### config.mk
export PLATFORM = sky130hd
export DESIGN_NAME = pipeline_hazard_ctrl_flat
export DESIGN_NICKNAME = d
export VERILOG_FILES = /design/src/rtl/pipeline_pkg.sv /design/src/rtl/pipeline_hazard_ctrl_if.sv /design/src/rtl/pipeline_hazard_ctrl_hazard_compare.sv /design/src/rtl/pipeline_hazard_ctrl.sv /design/src/flat_wrapper.sv
export SDC_FILE = /design/constraint.sdc
export NUM_CORES = 1
export LEC_CHECK = 0
export ABC_AREA = 1
export BUFFER_PORTS_ARGS = -buffer_cell sky130_fd_sc_hd__buf_4
export CORE_MARGIN = 2
export CORE_UTILIZATION = 42
export CTS_BUF_LIST = sky130_fd_sc_hd__clkbuf_4
export DETAILED_ROUTE_END_ITERATION = 10
export PLACE_DENSITY = 0.79
export SLEW_MARGIN = 20
export SYNTH_ARGS = -nofsm -noshare
export SYNTH_HDL_FRONTEND = slang
export SYNTH_SLANG_ARGS = --single-unit
export TNS_END_PERCENT = 20
### constraint.sdc
create_clock -name clock -period 2.53 [get_ports clock]
set_input_delay 0.3795 -clock clock [delete_from_list [all_inputs] [get_ports clock]]
set_output_delay 0.3795 -clock clock [all_outputs]
set_load 0.02 [all_outputs]
### src/rtl/pipeline_pkg.sv
// Shared types and constants for the pipeline stall/flush controller.
// Imported by pipeline_hazard_ctrl, its interface and the hazard_compare unit.
package pipeline_pkg;

    // Controller FSM states; the encoding is visible on ctrl_state.
    typedef enum logic [1:0] {
        RUN        = 2'd0,
        LOAD_STALL = 2'd1,
        MEM_WAIT   = 2'd2,
        FLUSH      = 2'd3
    } ctrl_state_e;

    localparam int             REG_W               = 5;
    localparam logic [REG_W-1:0] XZR               = 5'd31;
    localparam int             DEFAULT_MEM_TIMEOUT = 255;

    // Saturating 32-bit increment for the performance counters.
    function automatic logic [31:0] sat_inc32(input logic [31:0] val);
        if (val == 32'hFFFF_FFFF) begin
            sat_inc32 = val;
        end else begin
            sat_inc32 = val + 32'd1;
        end
    endfunction

endpackage

### src/rtl/pipeline_hazard_ctrl_if.sv
// Hazard-controller signal bundle between the pipeline datapath and the
// stall/flush controller. master = datapath side, slave = controller.
interface pipeline_hazard_ctrl_if;
    import pipeline_pkg::*;

    // Hazard / memory status from the datapath
    logic [REG_W-1:0] id_rn;
    logic [REG_W-1:0] id_rm;
    logic             id_uses_rm;
    logic             ex_memread;
    logic [REG_W-1:0] ex_rd;
    logic             mem_branch_taken;
    logic             mem_access;
    logic             dmem_ack;

    // Controls back to the datapath
    logic             dmem_req;
    logic             pc_wren;
    logic             wren_IF_ID;
    logic             wren_ID_EX;
    logic             wren_EX_MEM;
    logic             wren_MEM_WB;
    logic             flush_IF_ID;
    logic             flush_ID_EX;
    logic             flush_EX_MEM;
    logic             pc_src_branch;
    logic             mem_abort;
    logic [1:0]       ctrl_state;
    logic [31:0]      stall_cycles;
    logic [31:0]      flush_count;

    modport master (
        output id_rn, id_rm, id_uses_rm, ex_memread, ex_rd,
               mem_branch_taken, mem_access, dmem_ack,
        input  dmem_req, pc_wren, wren_IF_ID, wren_ID_EX, wren_EX_MEM,
               wren_MEM_WB, flush_IF_ID, flush_ID_EX, flush_EX_MEM,
               pc_src_branch, mem_abort, ctrl_state, stall_cycles, flush_count
    );

    modport slave (
        input  id_rn, id_rm, id_uses_rm, ex_memread, ex_rd,
               mem_branch_taken, mem_access, dmem_ack,
        output dmem_req, pc_wren, wren_IF_ID, wren_ID_EX, wren_EX_MEM,
               wren_MEM_WB, flush_IF_ID, flush_ID_EX, flush_EX_MEM,
               pc_src_branch, mem_abort, ctrl_state, stall_cycles, flush_count
    );

endinterface

### src/rtl/pipeline_hazard_ctrl_hazard_compare.sv
// hazard_compare: combinational load-use detector between ID_EX and IF_ID.
// Kept standalone so the forwarding unit can reuse the same compare.
module hazard_compare
    import pipeline_pkg::*;
(
    input  logic             ex_memread,
    input  logic [REG_W-1:0] ex_rd,
    input  logic [REG_W-1:0] id_rn,
    input  logic [REG_W-1:0] id_rm,
    input  logic             id_uses_rm,
    output logic             load_use
);

    logic rn_match_s;
    logic rm_match_s;

    // Source-register match; XZR is never a real destination, so it never hazards.
    always_comb begin
        rn_match_s = (ex_rd == id_rn);
        rm_match_s = id_uses_rm & (ex_rd == id_rm);
        load_use   = ex_memread & (ex_rd != XZR) & (rn_match_s | rm_match_s);
    end

endmodule

### src/rtl/pipeline_hazard_ctrl.sv
// pipeline_hazard_ctrl: central stall/flush controller for the 5-stage pipeline.
// Handles load-use bubbles, taken-branch squashes and data-memory wait/timeout.
// Optional feature macro: HAZARD_PERF_EN builds the saturating stall/flush
// performance counters; without it both counters read 0 and no flops exist.
// Outputs are combinational from state and inputs so each decision applies on
// the same clock edge. The wait counter counts cycles spent in MEM_WAIT; the
// abort fires on the MEM_TIMEOUT-th such cycle.
module pipeline_hazard_ctrl
    import pipeline_pkg::*;
#(
    parameter int MEM_TIMEOUT = DEFAULT_MEM_TIMEOUT
) (
    input  logic                 clock,
    input  logic                 reset,
    pipeline_hazard_ctrl_if.slave hif
);

    localparam logic [7:0] TIMEOUT_C = 8'(MEM_TIMEOUT);

    ctrl_state_e state_q, state_d;
    logic [7:0]  wait_cnt_q, wait_cnt_d;
    logic        mem_abort_q, mem_abort_d;

    logic        load_use_s;
    logic [7:0]  wait_inc_s;
    logic [4:0]  wren_fsm_s;      // {pc, IF_ID, ID_EX, EX_MEM, MEM_WB}
    logic [2:0]  flush_fsm_s;     // {IF_ID, ID_EX, EX_MEM}
    logic        pc_src_fsm_s;
    logic        dmem_req_fsm_s;
    logic        branch_flush_s;
    logic [4:0]  wren_s;
    logic [2:0]  flush_s;
    logic        pc_src_s;
    logic        dmem_req_s;

    hazard_compare u_hazard_compare (
        .ex_memread (hif.ex_memread),
        .ex_rd      (hif.ex_rd),
        .id_rn      (hif.id_rn),
        .id_rm      (hif.id_rm),
        .id_uses_rm (hif.id_uses_rm),
        .load_use   (load_use_s)
    );

    // Next-state and control decode; memory wait outranks branch outranks load-use.
    always_comb begin
        state_d        = state_q;
        wait_cnt_d     = wait_cnt_q;
        mem_abort_d    = mem_abort_q;
        wren_fsm_s     = 5'b11111;
        flush_fsm_s    = 3'b000;
        pc_src_fsm_s   = 1'b0;
        dmem_req_fsm_s = 1'b0;
        branch_flush_s = 1'b0;
        wait_inc_s     = wait_cnt_q + 8'd1;
        case (state_q)
            RUN: begin
                dmem_req_fsm_s = hif.mem_access;
                if (hif.mem_access & ~hif.dmem_ack) begin
                    wren_fsm_s = 5'b00000;
                    wait_cnt_d = 8'd0;
                    state_d    = MEM_WAIT;
                end else if (hif.mem_branch_taken) begin
                    flush_fsm_s    = 3'b111;
                    pc_src_fsm_s   = 1'b1;
                    branch_flush_s = 1'b1;
                    state_d        = FLUSH;
                end else if (load_use_s) begin
                    wren_fsm_s  = 5'b00111;
                    flush_fsm_s = 3'b010;
                    state_d     = LOAD_STALL;
                end else begin
                    state_d = RUN;
                end
            end
            LOAD_STALL: begin
                state_d = RUN;
            end
            MEM_WAIT: begin
                dmem_req_fsm_s = hif.mem_access;
                if (hif.dmem_ack) begin
                    wait_cnt_d = 8'd0;
                    state_d    = RUN;
                end else if (wait_inc_s == TIMEOUT_C) begin
                    mem_abort_d = 1'b1;
                    flush_fsm_s = 3'b001;
                    wait_cnt_d  = 8'd0;
                    state_d     = RUN;
                end else begin
                    wren_fsm_s = 5'b00000;
                    wait_cnt_d = wait_inc_s;
                end
            end
            FLUSH: begin
                state_d = RUN;
            end
            default: begin
                state_d = RUN;
            end
        endcase
    end

    // Reset overrides: freeze every register, bubble everything, drop the request.
    always_comb begin
        if (reset) begin
            wren_s     = 5'b00000;
            flush_s    = 3'b111;
            pc_src_s   = 1'b0;
            dmem_req_s = 1'b0;
        end else begin
            wren_s     = wren_fsm_s;
            flush_s    = flush_fsm_s;
            pc_src_s   = pc_src_fsm_s;
            dmem_req_s = dmem_req_fsm_s;
        end
    end

    // Controller state, wait counter and sticky abort flag.
    always_ff @(posedge clock or posedge reset) begin
        if (reset) begin
            state_q     <= RUN;
            wait_cnt_q  <= 8'd0;
            mem_abort_q <= 1'b0;
        end else begin
            state_q     <= state_d;
            wait_cnt_q  <= wait_cnt_d;
            mem_abort_q <= mem_abort_d;
        end
    end

`ifdef HAZARD_PERF_EN
    logic [31:0] stall_cycles_q, stall_cycles_d;
    logic [31:0] flush_count_q, flush_count_d;

    // Counter updates: stalls whenever the PC is held, flushes per taken branch.
    always_comb begin
        stall_cycles_d = stall_cycles_q;
        flush_count_d  = flush_count_q;
        if (~wren_s[4]) begin
            stall_cycles_d = sat_inc32(stall_cycles_q);
        end else begin
            stall_cycles_d = stall_cycles_q;
        end
        if (branch_flush_s) begin
            flush_count_d = sat_inc32(flush_count_q);
        end else begin
            flush_count_d = flush_count_q;
        end
    end

    // Performance counter registers.
    always_ff @(posedge clock or posedge reset) begin
        if (reset) begin
            stall_cycles_q <= 32'd0;
            flush_count_q  <= 32'd0;
        end else begin
            stall_cycles_q <= stall_cycles_d;
            flush_count_q  <= flush_count_d;
        end
    end

    assign hif.stall_cycles = stall_cycles_q;
    assign hif.flush_count  = flush_count_q;
`else
    assign hif.stall_cycles = 32'd0;
    assign hif.flush_count  = 32'd0;
`endif

    assign hif.pc_wren       = wren_s[4];
    assign hif.wren_IF_ID    = wren_s[3];
    assign hif.wren_ID_EX    = wren_s[2];
    assign hif.wren_EX_MEM   = wren_s[1];
    assign hif.wren_MEM_WB   = wren_s[0];
    assign hif.flush_IF_ID   = flush_s[2];
    assign hif.flush_ID_EX   = flush_s[1];
    assign hif.flush_EX_MEM  = flush_s[0];
    assign hif.pc_src_branch = pc_src_s;
    assign hif.dmem_req      = dmem_req_s;
    assign hif.mem_abort     = mem_abort_q;
    assign hif.ctrl_state    = state_q;

endmodule

### src/flat_wrapper.sv
// flat-port wrapper written by rule: the top's interface ports become plain ports
module pipeline_hazard_ctrl_flat import pipeline_pkg::*;
#(
    parameter int MEM_TIMEOUT = DEFAULT_MEM_TIMEOUT
)
  (clock, reset, hif_id_rn, hif_id_rm, hif_id_uses_rm, hif_ex_memread, hif_ex_rd, hif_mem_branch_taken, hif_mem_access, hif_dmem_ack, hif_dmem_req, hif_pc_wren, hif_wren_IF_ID, hif_wren_ID_EX, hif_wren_EX_MEM, hif_wren_MEM_WB, hif_flush_IF_ID, hif_flush_ID_EX, hif_flush_EX_MEM, hif_pc_src_branch, hif_mem_abort, hif_ctrl_state, hif_stall_cycles, hif_flush_count);
  pipeline_hazard_ctrl_if hif_i ();
  input  logic clock;
  input  logic reset;
  input wire logic [$bits(hif_i.id_rn)-1:0] hif_id_rn;
  input wire logic [$bits(hif_i.id_rm)-1:0] hif_id_rm;
  input wire logic [$bits(hif_i.id_uses_rm)-1:0] hif_id_uses_rm;
  input wire logic [$bits(hif_i.ex_memread)-1:0] hif_ex_memread;
  input wire logic [$bits(hif_i.ex_rd)-1:0] hif_ex_rd;
  input wire logic [$bits(hif_i.mem_branch_taken)-1:0] hif_mem_branch_taken;
  input wire logic [$bits(hif_i.mem_access)-1:0] hif_mem_access;
  input wire logic [$bits(hif_i.dmem_ack)-1:0] hif_dmem_ack;
  output wire logic [$bits(hif_i.dmem_req)-1:0] hif_dmem_req;
  output wire logic [$bits(hif_i.pc_wren)-1:0] hif_pc_wren;
  output wire logic [$bits(hif_i.wren_IF_ID)-1:0] hif_wren_IF_ID;
  output wire logic [$bits(hif_i.wren_ID_EX)-1:0] hif_wren_ID_EX;
  output wire logic [$bits(hif_i.wren_EX_MEM)-1:0] hif_wren_EX_MEM;
  output wire logic [$bits(hif_i.wren_MEM_WB)-1:0] hif_wren_MEM_WB;
  output wire logic [$bits(hif_i.flush_IF_ID)-1:0] hif_flush_IF_ID;
  output wire logic [$bits(hif_i.flush_ID_EX)-1:0] hif_flush_ID_EX;
  output wire logic [$bits(hif_i.flush_EX_MEM)-1:0] hif_flush_EX_MEM;
  output wire logic [$bits(hif_i.pc_src_branch)-1:0] hif_pc_src_branch;
  output wire logic [$bits(hif_i.mem_abort)-1:0] hif_mem_abort;
  output wire logic [$bits(hif_i.ctrl_state)-1:0] hif_ctrl_state;
  output wire logic [$bits(hif_i.stall_cycles)-1:0] hif_stall_cycles;
  output wire logic [$bits(hif_i.flush_count)-1:0] hif_flush_count;
  assign hif_i.id_rn = hif_id_rn;
  assign hif_i.id_rm = hif_id_rm;
  assign hif_i.id_uses_rm = hif_id_uses_rm;
  assign hif_i.ex_memread = hif_ex_memread;
  assign hif_i.ex_rd = hif_ex_rd;
  assign hif_i.mem_branch_taken = hif_mem_branch_taken;
  assign hif_i.mem_access = hif_mem_access;
  assign hif_i.dmem_ack = hif_dmem_ack;
  assign hif_dmem_req = hif_i.dmem_req;
  assign hif_pc_wren = hif_i.pc_wren;
  assign hif_wren_IF_ID = hif_i.wren_IF_ID;
  assign hif_wren_ID_EX = hif_i.wren_ID_EX;
  assign hif_wren_EX_MEM = hif_i.wren_EX_MEM;
  assign hif_wren_MEM_WB = hif_i.wren_MEM_WB;
  assign hif_flush_IF_ID = hif_i.flush_IF_ID;
  assign hif_flush_ID_EX = hif_i.flush_ID_EX;
  assign hif_flush_EX_MEM = hif_i.flush_EX_MEM;
  assign hif_pc_src_branch = hif_i.pc_src_branch;
  assign hif_mem_abort = hif_i.mem_abort;
  assign hif_ctrl_state = hif_i.ctrl_state;
  assign hif_stall_cycles = hif_i.stall_cycles;
  assign hif_flush_count = hif_i.flush_count;
  pipeline_hazard_ctrl #(.MEM_TIMEOUT(MEM_TIMEOUT)) u_core (.clock(clock), .reset(reset), .hif(hif_i));
endmodule
* After elaboration in Yosys (flattened, before gate mapping)
Cells that the tools add are included.
Storage, ports and cells: input bits 22, output and inout port bits 77, register bits 11, word-level logic and storage cells 55
Operators by class: equal/unequal tests 9, muxes and demuxes 30, reduce and logical (&&, ||, !) cells 6, bitwise gates (word level) 6, $add $sub $neg 1
Operator list (count):
- $mux W5 | 6
- $mux W8 | 3
- $pmux W8 S2 | 1
- $mux W3 | 4
- $eq A5 B5 Y1 | 2
- $mux W2 | 5
- $pmux W5 S2 | 1
- $add A8 B1 Y8 const B | 1
- $eq A8 B8 Y1 const B | 1
- $mux W1 | 8
- $pmux W2 S3 | 1
- $pmux W3 S2 | 1
- $ne A5 B5 Y1 const B | 1
- $and A1 B1 Y1 | 4
- $eq A2 B2 Y1 const B | 2
- $reduce_or A2 Y1 | 2
- $ne A3 B2 Y1 const B | 1
- $reduce_and A3 Y1 | 1
- $eq A2 B1 Y1 const B | 1
- $logic_not A2 Y1 | 1
- $ne A2 B1 Y1 const B | 1
- $reduce_and A2 Y1 | 1
- $reduce_bool A2 Y1 | 1
- $not A1 Y1 | 1
- $or A1 B1 Y1 | 1

* Logic depth before layout (Yosys ltp)
depth in word-level cells 9, mapped depth 12, mapped depth without buffers 11

* Cells and area by module
From an unflattened synthesis, not the netlist that was laid out.
Second synthesis, totals: cells, all modules 224, area total of the unflattened synthesis 1451.4 um2
By module, submodules not included:
- pipeline_hazard_ctrl | cells an instance 173, times used 1, area each 1242.4 um2, sequential area each 275.3 um2
- hazard_compare | cells an instance 51, times used 1, area each 209.0 um2, sequential area each 0.0 um2

* Worst setup path before layout
No wires, ideal clock.
path type register to output, from reg u_core.wait_cnt_q[0], to out hif_wren_ID_EX, required time 2.151 ns, path buffers 1, stages on the path, launching flop included 12, arrival 1.927 ns, slack 0.223 ns, cells stage by stage dfrtp_1 ha_1 nand2_2 nand2_1 nor2_1 nand2_1 nor2_2 nand3_2 nand2_1 nand2_1 a21oi_1 buf_4
Between the ends: longest elaborated chain between the ends 6
Ends and longest elaborated chain:
- from (decl) | RTL line pipeline_hazard_ctrl.sv:21 | logic [7:0] wait_cnt_q, wait_cnt_d;
- from (signal assigned) | RTL line pipeline_hazard_ctrl.sv:126 | wait_cnt_q <= wait_cnt_d;
- $add A8 B1 Y8 | RTL line pipeline_hazard_ctrl.sv:55 | wait_inc_s = wait_cnt_q + 8'd1;
- $eq A8 B8 Y1 | RTL line pipeline_hazard_ctrl.sv:84 | end else if (wait_inc_s == TIMEOUT_C) begin
- $mux W5 | RTL line pipeline_hazard_ctrl.sv:84
- $mux W5 | RTL line pipeline_hazard_ctrl.sv:81 | if (hif.dmem_ack) begin
- $pmux W5 S2 | RTL line pipeline_hazard_ctrl.sv:56 | case (state_q)
- $mux W5 | RTL line pipeline_hazard_ctrl.sv:105 | if (reset) begin
- to (decl) | RTL line flat_wrapper.sv:21 | output wire logic [$bits(hif_i.wren_ID_EX)-1:0] hif_wren_ID_EX;
No other way between the ends.

* Final worst setup path
Same ends and word-level chain as after synthesis.

==> results by stage <==
Run status:
- The flow ran to the end, and the final reports show no timing, DRC or antenna violations.

Power:
- The cell area power density is 561 mW/mm^2.
- The worst ir drop on vdd is ~0.21 mV.
- Summed over all cells, the static leakage comes to roughly 0.85 nW.

Layout:
- The fill cell instance count of the final layout is roughly 330.
- The number of diodes added for antenna fixing is 0.
- Cells with a size suffix above 1 make up 22.6% of the layout.
- Relative to the synthesized area, the layout overhead comes to 7.10%.
- At the end of the flow, the number of nets in the layout was ~270.

Critical path:
- The type of destination of the critical path is a primary output.
- The type of element launching the critical path is a register.
- The critical path is of the register to primary output type.
- The kind of cell with the highest combined delay along the critical path is simple AND/OR/NAND/NOR gates.
- Among all stages on the critical path, the largest delay is contributed by dfrtp_2.
- The worst-path maximum fanout is 6.
- For the worst setup path, the data required time is roughly 2200 ps.
- The longest individual stage delay on the worst path is between 400 and 500 ps.
- The most critical setup path has its startpoint at u_core.wait_cnt_q[0]$_DFFE_PP0P_.
- The count of buffer and inverter cells on the critical path is 1.
- The critical path goes through ha_1 -> nand2_2 -> nand2_1 -> nor2_1 -> nand2_1 -> nor2_2 -> nand3_2 -> nand2_1 -> nand2_1 -> a21oi_1 -> buf_4.
- In this run the critical register-to-register path is launched from u_core.wait_cnt_q[0]$_DFFE_PP0P_.
- Data arrives at the worst endpoint at a little over 2000 ps.
- By instance count, the cell type seen most on the critical path is nand2_1.

Timing:
- The worst-case clock skew is roughly 5.7 ps.
- The hold violation count in the final report is 0.
- Setup repair after global routing could not meet its margin everywhere.
- The share of the cycle needed by the critical path after routing is roughly 96%.
- The number of slew-limit violations in the final report is 0.
- The final-layout worst hold slack is approximately 110 ps.
- Summed over all failing endpoints, the final setup total negative slack is 0 ps.
- The timing-limited maximum frequency is 0.413 GHz.
- Subtracting the final worst setup slack from the clock period gives approximately 2400 ps.
- The setup-violating endpoint count in the final report is 0.

Route:
- The vias per cell is 4.00.
- Once detail routing completed, the nets flagged for antenna violations numbered 0.
- Before antenna repair, the detailed router went through 4 iterations.
- Detailed routing inserted a total of approximately 1,100 vias.
- The average detailed-routed wire length per instance is approximately 8.4 um.
- The total wire length is around 2400 um.
- The detailed router finished its first iteration with 39 violations.
- The number of design rule violations left after detail routing is 0.

Synth:
- After synthesis, the mean cell area works out to ~6.7 um^2.
- After synthesis, the largest family of logic cells by area is buffers and inverters.
- The part of the Yosys area used for sequential elements is around a fifth.
- The adder-cell share of the synthesized area is between 1.5 and 2%.
- Summing the areas of all compound-gate instances in the mapped netlist gives ~6.6% of the synthesized area.
- The fraction of synthesized cell area in xor and xnor cells is 1.91%.
- In this run, synthesis produced a sequential element count of 11.
- The number of synthesis warnings is 0.
- The post-synthesis instance area is between 0.001 and 0.0015 mm^2.
- The instance count of the mapped netlist is slightly above 200.
- The area share of and/or/nand/nor cells after synthesis is approximately a quarter.
- Counting distinct cell types in the post-synthesis netlist gives 24.
- Of the post-synthesis cell area, the part taken by muxes is 0%.

Clocking:
- Clock-pin slew was measured on the worst setup and hold paths at around 70 ps.
- The total CTS buffers is 3.
- TritonCTS built the clock tree.
- The clock sink count is 11.
- The count of hold buffers inserted by post-cts repair is 0.
- The root buffer selected by CTS is clkbuf_4.
- The worst-case clock buffer depth is 2.
- The insertion delay to the later sink of the worst-skew pair is 270 ps.
- The number of H-tree branching levels is 1.

Die:
- Measured along the x axis, the die boundary spans 61.2 um.
- In this run the core area contains 20 standard-cell rows.
- The count of pins on the block boundary is 99.
- The floorplan step defined a die boundary enclosing between 0.003 and 0.004 mm^2.
- The total core area is 0.00308 mm^2.
- The initial core utilization is roughly 45%.
- From bottom edge to top edge, the die measures roughly 61 um.

Global route:
- The maximum number of pins on one net before global-route repair is 13.
- The initial antenna violation count is 0.
- The via count of the first global-routing pass is between 800 and 900.
- The overall track demand over capacity in global routing is 12.1%.
- The first global-routing pass estimated about 3500 um of wire.
- Global routing finished with a remaining overflow of 0.

Run:
- The max capacitance violation total is 0.

Hold path:
- The worst hold path belongs to the class primary input to asynchronous set/reset pin.

Placement:
- The congestion estimate from routability-driven global placement came to 0.876.
- Input and output buffers added on the ports amount to 34.
- The detailed-placement wirelength estimate is between 2000 and 2500 um.
## report_power, final
part / leakage, nW / internal, mW / switching, mW
Combinational: 0.690 / 0.156 / 0.300
Sequential: 0.143 / 0.204 / 0.0350
Clock: 0.0184 / 0.0718 / 0.0593
Total: 0.852 / 0.432 / 0.394
## stage by stage
stage	cell area [um^2]	utilization, %	setup slack (ps)	power [mW]	instances
2_1_floorplan	1610	-	223	0.620	269
3_3_place_gp	1430	46.6	454	0.676	282
3_5_place_dp	1430	46.6	397	0.683	282
4_1_cts	1460	47.6	80.8	0.816	286
5_1_grt	1470	47.8	-29.4	0.892	287
6_report	1470	47.8	107	0.826	287
## worst min-delay path: cells and delay by family
family	cells	cell delay, ps
buffers and inverters	3	360
## sequential cells by signal, indices dropped and copies added (netlist names)
signal,flops
u_core.hif.mem_abort,1
u_core.hif.ctrl_state,2
u_core.wait_cnt_q,8
## placed cells by master (no fill, tap or decap)
cell / instances
dfrtp_2: 1
inv_1: 22
inv_2: 4
clkbuf_4: 4
nand4_1: 3
nand3_2: 2
o21ai_0: 2
xor2_1: 2
nor2_4: 1
clkinv_1: 1
o21ai_1: 6
buf_4: 37
conb_1: 64
nor2_1: 15
nor3_1: 2
xnor2_1: 1
a21oi_1: 2
o31ai_1: 1
nand3_1: 7
nand2_1: 43
o22ai_1: 4
nand2_2: 3
dfrtp_1: 10
ha_1: 2
nor2_2: 3
o21a_1: 1
## what timing repair did
item	in CTS	in global routing
buffers inserted	0	1
setup endpoints to repair	0	5
resized for setup	0	1
## synthesized netlist by cell type, drive strengths merged
library cell  instances  area (um^2)
buf                  67          503
nand2                46          180
inv                  26         97.6
nor2                 19         86.3
dfrtp                11          275
nand3                 9         55.1
o21ai                 8         40.0
o22ai                 4         25.0
nand4                 3         18.8
a21oi                 2         10.0
ha                    2         25.0
nor3                  2         10.0
xor2                  2         17.5
clkinv                1         3.75
conb                  1         3.75
o21a                  1         7.51
o31ai                 1         7.51
xnor2                 1         8.76
## final timing paths
check,slack [ps],depth (start not counted),endpoint
min in group clock,380,3,u_core.hif.ctrl_state[0]$_DFFE_PP0P_
hold reg to reg,470,2,u_core.hif.mem_abort$_DFFE_PP0P_
max in group asynchronous,2250,3,u_core.wait_cnt_q[0]$_DFFE_PP0P_
hold / removal,110,3,u_core.hif.ctrl_state[1]$_DFFE_PP0P_
setup / recovery,110,11,hif_wren_ID_EX
setup reg to reg,900,9,u_core.wait_cnt_q[4]$_DFFE_PP0P_
## logic make-up (layout without fill, tap and decap cells)
family | count (synthesis) | count (layout)
AOI/OAI and AO/OA | 16 | 16
xor gates and xnor gates | 3 | 3
adders and majority gates | 2 | 2
buffers and inverters | 94 | 68
DFF | 11 | 11
other | 1 | 64
and+or+nand+nor | 79 | 79
## per-layer routing
metal	GRT usage, %	routed length (um)
met1	13.6	984
met2	22.9	1220
met3	1.26	189
met4	4.97	19
met5	0	0
## layout make-up
type / instances / area (um^2) / area share [%]
repair buffers: 37 / 278 / 18.9
clock buffers: 4 / 30.0 / 2.04
flip-flops and latches: 11 / 277 / 18.8
inverters: 27 / 101 / 6.88
well taps: 44 / 55.1 / 3.74
multi-input cells: 164 / 732 / 49.7
Note: power is estimated with default switching activity, not from simulation.
